==> src/rtl/efuse_pkg.sv <==
// Shared types and constants for the eFuse trim shadow block.
// The state encoding is private to the shadow FSM; consumers see only its status flags.
package efuse_pkg;

    localparam int EFUSE_BITS   = 256;
    localparam int CHK_BYTE_IDX = 31;

    typedef enum logic [2:0] {
        IDLE,
        COLLECT,
        CHECK,
        CMP,
        DONE,
        FAIL
    } shadow_state_e;

endpackage

==> src/rtl/efuse_chksum8.sv <==
// Serial mod-256 byte accumulator: clr zeroes the sum, en adds byte_in.
// Latency: sum reflects a byte one cycle after it is presented with en.
// Backpressure: none; it accepts one byte per enabled cycle.
module efuse_chksum8 (
    input  logic       clk,
    input  logic       rst,
    input  logic       clr,
    input  logic       en,
    input  logic [7:0] byte_in,
    output logic [7:0] sum
);

    always_ff @(posedge clk or posedge rst) begin
        if (rst) begin
            sum <= 8'h00;
        end else if (clr) begin
            sum <= 8'h00;
        end else if (en) begin
            sum <= sum + byte_in;
        end
    end

endmodule

==> src/rtl/efuse_trim_shadow.sv <==
// Shadows the eFuse autoload image, checks slot coverage and the byte-31 checksum.
// Latency: autoload_done in cycle T -> trim_vld/chk_err from T+33; load_err from T+1.
// Backpressure: none; words arrive as pulses. EFUSE_SHADOW_LOCK_EN freezes DONE until rst.
module efuse_trim_shadow
    import efuse_pkg::*;
#(
    parameter  int NR    = 64,
    localparam int NSLOT = EFUSE_BITS / NR,
    localparam int SELW  = (NSLOT > 1) ? $clog2(NSLOT) : 1
) (
    input  logic                  clk,
    input  logic                  rst,
    input  logic                  load_start,
    input  logic                  word_vld,
    input  logic [SELW-1:0]       word_sel,
    input  logic [NR-1:0]         word_data,
    input  logic                  autoload_done,
    input  logic                  autoload_vld,
    output logic [EFUSE_BITS-1:0] shadow_data,
    output logic                  trim_vld,
    output logic                  chk_err,
    output logic                  load_err,
    output logic                  busy
);

    shadow_state_e    state;
    logic [NSLOT-1:0] bitmap;
    logic [NSLOT-1:0] wr_mask;
    logic [NSLOT-1:0] bitmap_upd;
    logic [4:0]       cnt;
    logic [7:0]       sum8;
    logic [7:0]       cur_byte;
    logic             lock_hold;
    logic             start_acc;
    logic             capture;

`ifdef EFUSE_SHADOW_LOCK_EN
    assign lock_hold = (state == DONE);
`else
    assign lock_hold = 1'b0;
`endif

    assign start_acc = load_start & ~lock_hold;
    // A word arriving with an accepted load_start lands in the fresh image.
    assign capture   = word_vld & (start_acc | (state == COLLECT));

    always_comb begin
        wr_mask = '0;
        for (int s = 0; s < NSLOT; s++) begin
            wr_mask[s] = (word_sel == SELW'(s));
        end
    end

    assign bitmap_upd = bitmap | (capture ? wr_mask : '0);
    assign cur_byte   = shadow_data[{cnt, 3'b000} +: 8];

    efuse_chksum8 u_chksum (
        .clk     (clk),
        .rst     (rst),
        .clr     (state == COLLECT),
        .en      (state == CHECK),
        .byte_in (cur_byte),
        .sum     (sum8)
    );

    always_ff @(posedge clk or posedge rst) begin
        if (rst) begin
            state       <= IDLE;
            bitmap      <= '0;
            shadow_data <= '0;
            cnt         <= 5'd0;
            trim_vld    <= 1'b0;
            chk_err     <= 1'b0;
            load_err    <= 1'b0;
            busy        <= 1'b0;
        end else begin
            if (capture) begin
                for (int s = 0; s < NSLOT; s++) begin
                    if (wr_mask[s]) begin
                        shadow_data[s*NR +: NR] <= word_data;
                    end
                end
            end

            if (start_acc) begin
                state    <= COLLECT;
                bitmap   <= word_vld ? wr_mask : '0;
                cnt      <= 5'd0;
                trim_vld <= 1'b0;
                chk_err  <= 1'b0;
                load_err <= 1'b0;
                busy     <= 1'b1;
            end else begin
                case (state)
                    COLLECT: begin
                        bitmap <= bitmap_upd;
                        if (autoload_done) begin
                            if (autoload_vld && (&bitmap_upd)) begin
                                state <= CHECK;
                                cnt   <= 5'd0;
                            end else begin
                                state    <= FAIL;
                                load_err <= 1'b1;
                                busy     <= 1'b0;
                            end
                        end
                    end
                    CHECK: begin
                        if (cnt == 5'(CHK_BYTE_IDX - 1)) begin
                            state <= CMP;
                        end else begin
                            cnt <= cnt + 5'd1;
                        end
                    end
                    CMP: begin
                        busy <= 1'b0;
                        if (shadow_data[CHK_BYTE_IDX*8 +: 8] == ~sum8) begin
                            state    <= DONE;
                            trim_vld <= 1'b1;
                        end else begin
                            state   <= FAIL;
                            chk_err <= 1'b1;
                        end
                    end
                    default: begin
                    end
                endcase
            end
        end
    end

endmodule

==> config.mk <==
export PLATFORM = sky130hd
export DESIGN_NAME = efuse_trim_shadow
export DESIGN_NICKNAME = d
export VERILOG_FILES = /design/src/rtl/efuse_pkg.sv /design/src/rtl/efuse_chksum8.sv /design/src/rtl/efuse_trim_shadow.sv
export SDC_FILE = /design/constraint.sdc
export NUM_CORES = 1
export LEC_CHECK = 0
export CAP_MARGIN = 15
export CORE_ASPECT_RATIO = 0.5
export CORE_MARGIN = 4
export CORE_UTILIZATION = 27
export CTS_BUF_LIST = sky130_fd_sc_hd__clkbuf_8
export DETAILED_ROUTE_END_ITERATION = 8
export SKIP_CTS_REPAIR_TIMING = 1
export SYNTH_ARGS = -nofsm -noshare
export SYNTH_HDL_FRONTEND = slang
export SYNTH_SLANG_ARGS = --single-unit
==> constraint.sdc <==
create_clock -name clk -period 23.2 [get_ports clk]
set_input_delay 4.64 -clock clk [delete_from_list [all_inputs] [get_ports clk]]
set_output_delay 4.64 -clock clk [all_outputs]
set_load 0.005 [all_outputs]
Word level (Yosys, flattened, before mapping)
Index checks and enable logic that the tools add are counted.
Widths: inputs -> output; s select.
{"block": "word_totals", "regBits": 280, "latch_bits": 0, "romBits": 0, "out_inout_bits": 260, "word_cells": 86, "inputBits": 72, "mem_bits_rw": 0, "n_memories": 0}
{"block": "classes", "muxes": 31, "n_reduce_logical": 21, "n_div": 0, "bitwise": 4, "shifts": 1, "n_eq_ne": 15, "magnitude_cmp": 0, "n_addsub": 2, "multipliers": 0}
{"op": "$shiftx 256x9->8", "n": 1}
{"op": "$mux 5", "n": 4}
{"op": "$mux 4", "n": 4}
{"op": "$mux 8", "n": 2}
{"op": "$ne 3x3->1 const B", "n": 5}
{"op": "$mux 1", "n": 14}
{"op": "$mux 3", "n": 4}
{"op": "$reduce_and 2->1", "n": 6}
{"op": "$pmux 5 s2", "n": 1}
{"op": "$reduce_bool 2->1", "n": 5}
{"op": "$pmux 3 s3", "n": 1}
{"op": "$reduce_and 3->1", "n": 3}
{"op": "$add 8x8->8", "n": 1}
{"op": "$eq 8x8->1", "n": 1}
{"op": "$not 8->8", "n": 1}
{"op": "$reduce_and 4->1", "n": 2}
{"op": "$eq 3x2->1 const B", "n": 2}
{"op": "$reduce_bool 3->1", "n": 2}
{"op": "$add 5x1->5 const B", "n": 1}
{"op": "$eq 5x5->1 const B", "n": 1}
{"op": "$eq 2x2->1 const B", "n": 2}
{"op": "$ne 2x2->1 const B", "n": 2}
{"op": "$or 4x4->4", "n": 1}
{"op": "$reduce_bool 4->1", "n": 1}
{"op": "other kinds (7)", "n": 7}

Longest topological paths before layout
{"block": "depth", "word_depth": 11, "mapped_depth": 14, "ltp_nobuf": 11}

Hierarchy
From an unflattened synthesis, not the netlist that was laid out.
{"block": "unflattened", "hier_cells": 825, "hier_area_um2": 13052.5}
{"module": "efuse_trim_shadow", "n_inst": 1, "area_each_um2": 12404.4, "seq_area_each_um2": 6806.5, "cells_each": 758}
{"module": "efuse_chksum8", "n_inst": 1, "area_each_um2": 648.1, "seq_area_each_um2": 200.2, "cells_each": 67}

Least setup slack after synthesis
OpenSTA, ideal clock, no wires.
{"block": "synth_timing", "path_type": "input port to flip-flop", "from": "input port load_start", "to": "register cnt[1]", "arrival_time_ps": 6085, "setup_time_ps": 78, "t_required_ps": 23122, "cell_stages": 6, "setup_slack_ps": 17037, "n_path_buf": 0, "path_cell_list": "o21ai_0 > a2111o_1 > a221oi_4 > o211ai_2 > or3_1 > a21oi_1"}
{"block": "synth_between", "elab_chain_len": 8, "elab_cells_between_ends": 12, "cone_classes": "eq/ne: 3; mux: 2; bitwise: 3; reduce/logical: 4"}
{"element": "from (decl)", "line_no": "efuse_trim_shadow.sv:13", "rtl": "input logic load_start,"}
{"element": "$or 1x1->1", "line_no": "efuse_trim_shadow.sv:45", "rtl": "assign capture = word_vld & (start_acc | (state == COLLECT));"}
{"element": "$and 1x1->1", "line_no": "efuse_trim_shadow.sv:45"}
{"element": "$mux 4", "line_no": "efuse_trim_shadow.sv:54", "rtl": "assign bitmap_upd = bitmap | (capture ? wr_mask : '0);"}
{"element": "$or 4x4->4", "line_no": "efuse_trim_shadow.sv:54"}
{"element": "$reduce_and 4->1", "line_no": "efuse_trim_shadow.sv:98", "rtl": "if (autoload_vld && (&bitmap_upd)) begin"}
{"element": "$logic_and 1x1->1", "line_no": "efuse_trim_shadow.sv:98"}
{"element": "$ne 3x3->1 (no line)"}
{"element": "$reduce_and 4->1 (no line)"}
{"element": "to (signal assigned)", "line_no": "efuse_trim_shadow.sv:112", "rtl": "cnt <= cnt + 5'd1;"}
{"element": "to (decl)", "line_no": "efuse_trim_shadow.sv:30", "rtl": "logic [4:0] cnt;"}
Several ways; a longest one is shown, not always the timed one.
A chain may end at the register's enable or synchronous reset.

Final worst setup path
{"block": "layout_timing", "from": "input port load_start", "to": "register shadow_data[171]"}
{"block": "layout_between", "elab_chain_len": 3}
{"element": "$or 1x1->1", "line_no": "efuse_trim_shadow.sv:45"}
{"element": "$and 1x1->1", "line_no": "efuse_trim_shadow.sv:45"}
{"element": "$reduce_and 2->1 (no line)"}
{"element": "to (signal, indexed assignment)", "line_no": "efuse_trim_shadow.sv:80", "rtl": "shadow_data[s*NR +: NR] <= word_data;"}
{"element": "to (decl)", "line_no": "efuse_trim_shadow.sv:19", "rtl": "output logic [EFUSE_BITS-1:0] shadow_data,"}
No other way between the ends.

==> results.toml <==
[critical_path]
end_kind = "flip-flop"
cp.required_ns = 23.65
cpMaxStageDelayCell = "clkdlybuf4s50_1"
path_cells = "clkdlybuf4s50_1 > inv_1 > a21oi_1 > nand3_4 > mux2_2"
cp-start-kind = "input pin"
crit_type = "input pin to flip-flop"
critPathArrivalTime_ns = 7.74
cpPeakStageDelay_ns = 0.84
cp_max_fo = 65

[power_and_ir_drop]
power_frac_seq_pct = 43.6
total_power_mw = 1.59
total_leakage_power_nw = 7.13
swShare_pct = 29.3
clockPowerShare_pct = 25.9
power.internal_mw = 1.12
p_sw_mw = 0.465
power_density_mw_per_mm2 = 88.9
ir_worst_vdd_mv = 0.0392
p_comb_share_pct = 30.5

[clock_network]
cts_tree = "yes"
insertion_delay_ns = 0.58
clk_pin_slew_worst_paths_ns = 0.06
clockRootBuffer = "clkbuf_8"
numCtsBuffers = 47
clk_path_buf_depth = 3
htreeDepth = 2
cts_sinks = 280

[layout]
nNetsFinal = 1251
regArea_sq_mm = 0.00701
multi_input_area_sq_mm = 0.00576
antenna_cells = 0
fillers = 4470
final_util_pct = 37.8
drive_gt1_share_pct = 35.3
design_area_sq_mm = 0.0179
syn2layout_area_growth_pct = 37.3

[synth]
syn_area_per_cell_sq_um = 15.6
synth_cells = 834
synth_seq_cells = 280
ys_types = 44
synth_warnings = 0
syn-cell-area_sq_mm = 0.0130
ys_seq_area_share_pct = 53.9
syn_nets = 916

[routing]
vias = 8937
drt_first_pass_iters = 5
postRouteAntennaNets = 0
vias_per_cell = 4.86
drc = 0
drtIter0Drc = 528
avgRoutedWirePerCell_um = 24.2
wirelength_um = 44500

[sta]
clock_skew_ns = 0.0187
fin_crit_sh_pct = 31.4
rsz0062_at_grt = "no"
layout_min_cycle_time_ns = 7.29
setup_viol = 0
slew_headroom_pct = 25.3
tns_ns = 0
hold_viol_final = 0
maxSlewViolCount = 0
worstMarginPinSlew_ns = 1.12
fmax_ghz = 0.137

[floorplanning]
io_pins = 332
die-height_um = 163
fp-row-count = 56
die_area_sq_mm = 0.0520
initial_utilization_pct = 27.5
core_region_area_sq_mm = 0.0472
die_w_um = 318

[global_route]
grt_max_degree = 138
antenna_found_initial = 0
grt_pass1_wl_um = 64800
grt_pass1_vias = 9478
grt.total_usage_pct = 16.6
gr-total-overflow = 0

[flow_run]
cap_violations = 0

[placed_design]
gp_congestion = 0.851
port_buffers = 331
dpl-instance-area_sq_mm = 0.0170
dp_hpwl_um = 32100

[hold_path]
hold_class = "flip-flop to flip-flop"

[run_status]
outcome = "complete, no violations"
flip-flops by register name (all words and copies together) (netlist names):
name and flops:
load_err 1, bitmap 4, u_chksum.sum 8, shadow_data 256
trim_vld 1, state 3, busy 1, chk_err 1
cnt 5
cell usage after synthesis, drive strengths merged:
library cell	n	area share, %
dfrtp	280	54
mux2	266	23
mux4	76	13
clkbuf	33	0.95
buf	21	0.70
o21ai	16	0.62
a21oi	14	0.54
inv	14	0.40
nor2	13	0.38
a22o	11	0.74
xnor2	11	0.74
nand2	10	0.29
ha	9	0.87
nand3	8	0.31
or3	6	0.29
a21o	4	0.23
nor3	4	0.15
o211ai	4	0.27
mux2i	3	0.23
xor2	3	0.20
a311oi	2	0.13
and3	2	0.096
nand4	2	0.096
nor2b	2	0.096
nor3b	2	0.15
nor4	2	0.096
o21bai	2	0.12
a2111o	1	0.087
a2111oi	1	0.21
a211oi	1	0.058
a221oi	1	0.20
a31oi	1	0.048
a32oi	1	0.067
and2	1	0.048
and4	1	0.067
fa	1	0.15
nand3b	1	0.058
o311ai	1	0.067
o31ai	1	0.058
or2	1	0.048
or3b	1	0.087
cell families after synthesis:
| kind of cell | Yosys count | share of synthesized area, % |
|---|---|---|
| muxes | 345 | 36.4 |
| DFF | 280 | 53.9 |
| buffers and inverters | 68 | 2.06 |
| AOI/OAI and AO/OA | 61 | 3.44 |
| and+or+nand+nor | 56 | 2.26 |
| xor gates and xnor gates | 14 | 0.943 |
| adders and majority gates | 10 | 1.02 |
power by group through the flow:
| stage | combinational [mW] | sequential [mW] | clock [mW] |
|---|---|---|---|
| after global placement | 0.486 | 0.692 | 0 |
| after global routing | 0.508 | 0.705 | 0.444 |
| after CTS | 0.493 | 0.692 | 0.423 |
| final | 0.484 | 0.692 | 0.410 |
| after detailed placement | 0.491 | 0.700 | 0 |
| after floorplan | 0.173 | 0.679 | 0 |
cell usage in the layout, fill, tap and decap left out, drive strengths merged, types with 10 or more instances in the layout:
cell	instances
a21oi	14
a22o	11
clkbuf	54
clkdlybuf4s50	331
dfrtp	280
inv	34
mux2	266
mux4	76
nand2	10
nor2	13
o21ai	16
xnor2	11
layout make-up:
| class | instances | area share, % |
|---|---|---|
| Clock inverter | 25 | 0.575 |
| Inverter | 14 | 0.336 |
| Sequential cell | 280 | 39.3 |
| Tap cell | 638 | 4.47 |
| Clock buffer | 54 | 4.16 |
| Timing Repair Buffer | 340 | 18.9 |
| Multi-Input combinational cell | 486 | 32.3 |
routing by layer:
layer  vias up  global-route usage, %  share of wire (%)
li1       3816                      -                  -
met1      4781                   18.6                 37
met2       229                   30.9                 54
met3       111                   2.50                3.2
met4         0                   8.24                5.3
met5         -                      0                  0
critical path, delay by kind of cell:
family / cells / cell delay (ns)
buffers and inverters: 2 / 1.06
and+or+nand+nor: 1 / 0.84
muxes: 1 / 0.62
AOI/OAI and AO/OA: 1 / 0.47
final timing paths:
kind | slack [ns] | depth (start not counted) | start | to
worst max register to register | 18.46 | 12 | cnt[0] | u_chksum.sum[6]
worst min-delay path | 0.48 | 1 | busy | busy
min in group asynchronous | 4.67 | 2 | rst | bitmap[3]
worst max-delay path | 15.91 | 5 | load_start | shadow_data[171]
worst min register to register | 0.48 | 1 | busy | busy
max in group asynchronous | 16.05 | 4 | rst | shadow_data[40]
per-stage QoR:
step	cells	setup slack (ns)	hold slack (ns)
floorplan	834	10.84	0.474
global placement	1758	15.41	0.482
detailed placement	1758	15.31	0.472
CTS	1837	15.94	0.487
global route	1837	15.57	0.494
finish	1837	15.91	0.478
Note: power is estimated with default switching activity, not from simulation.
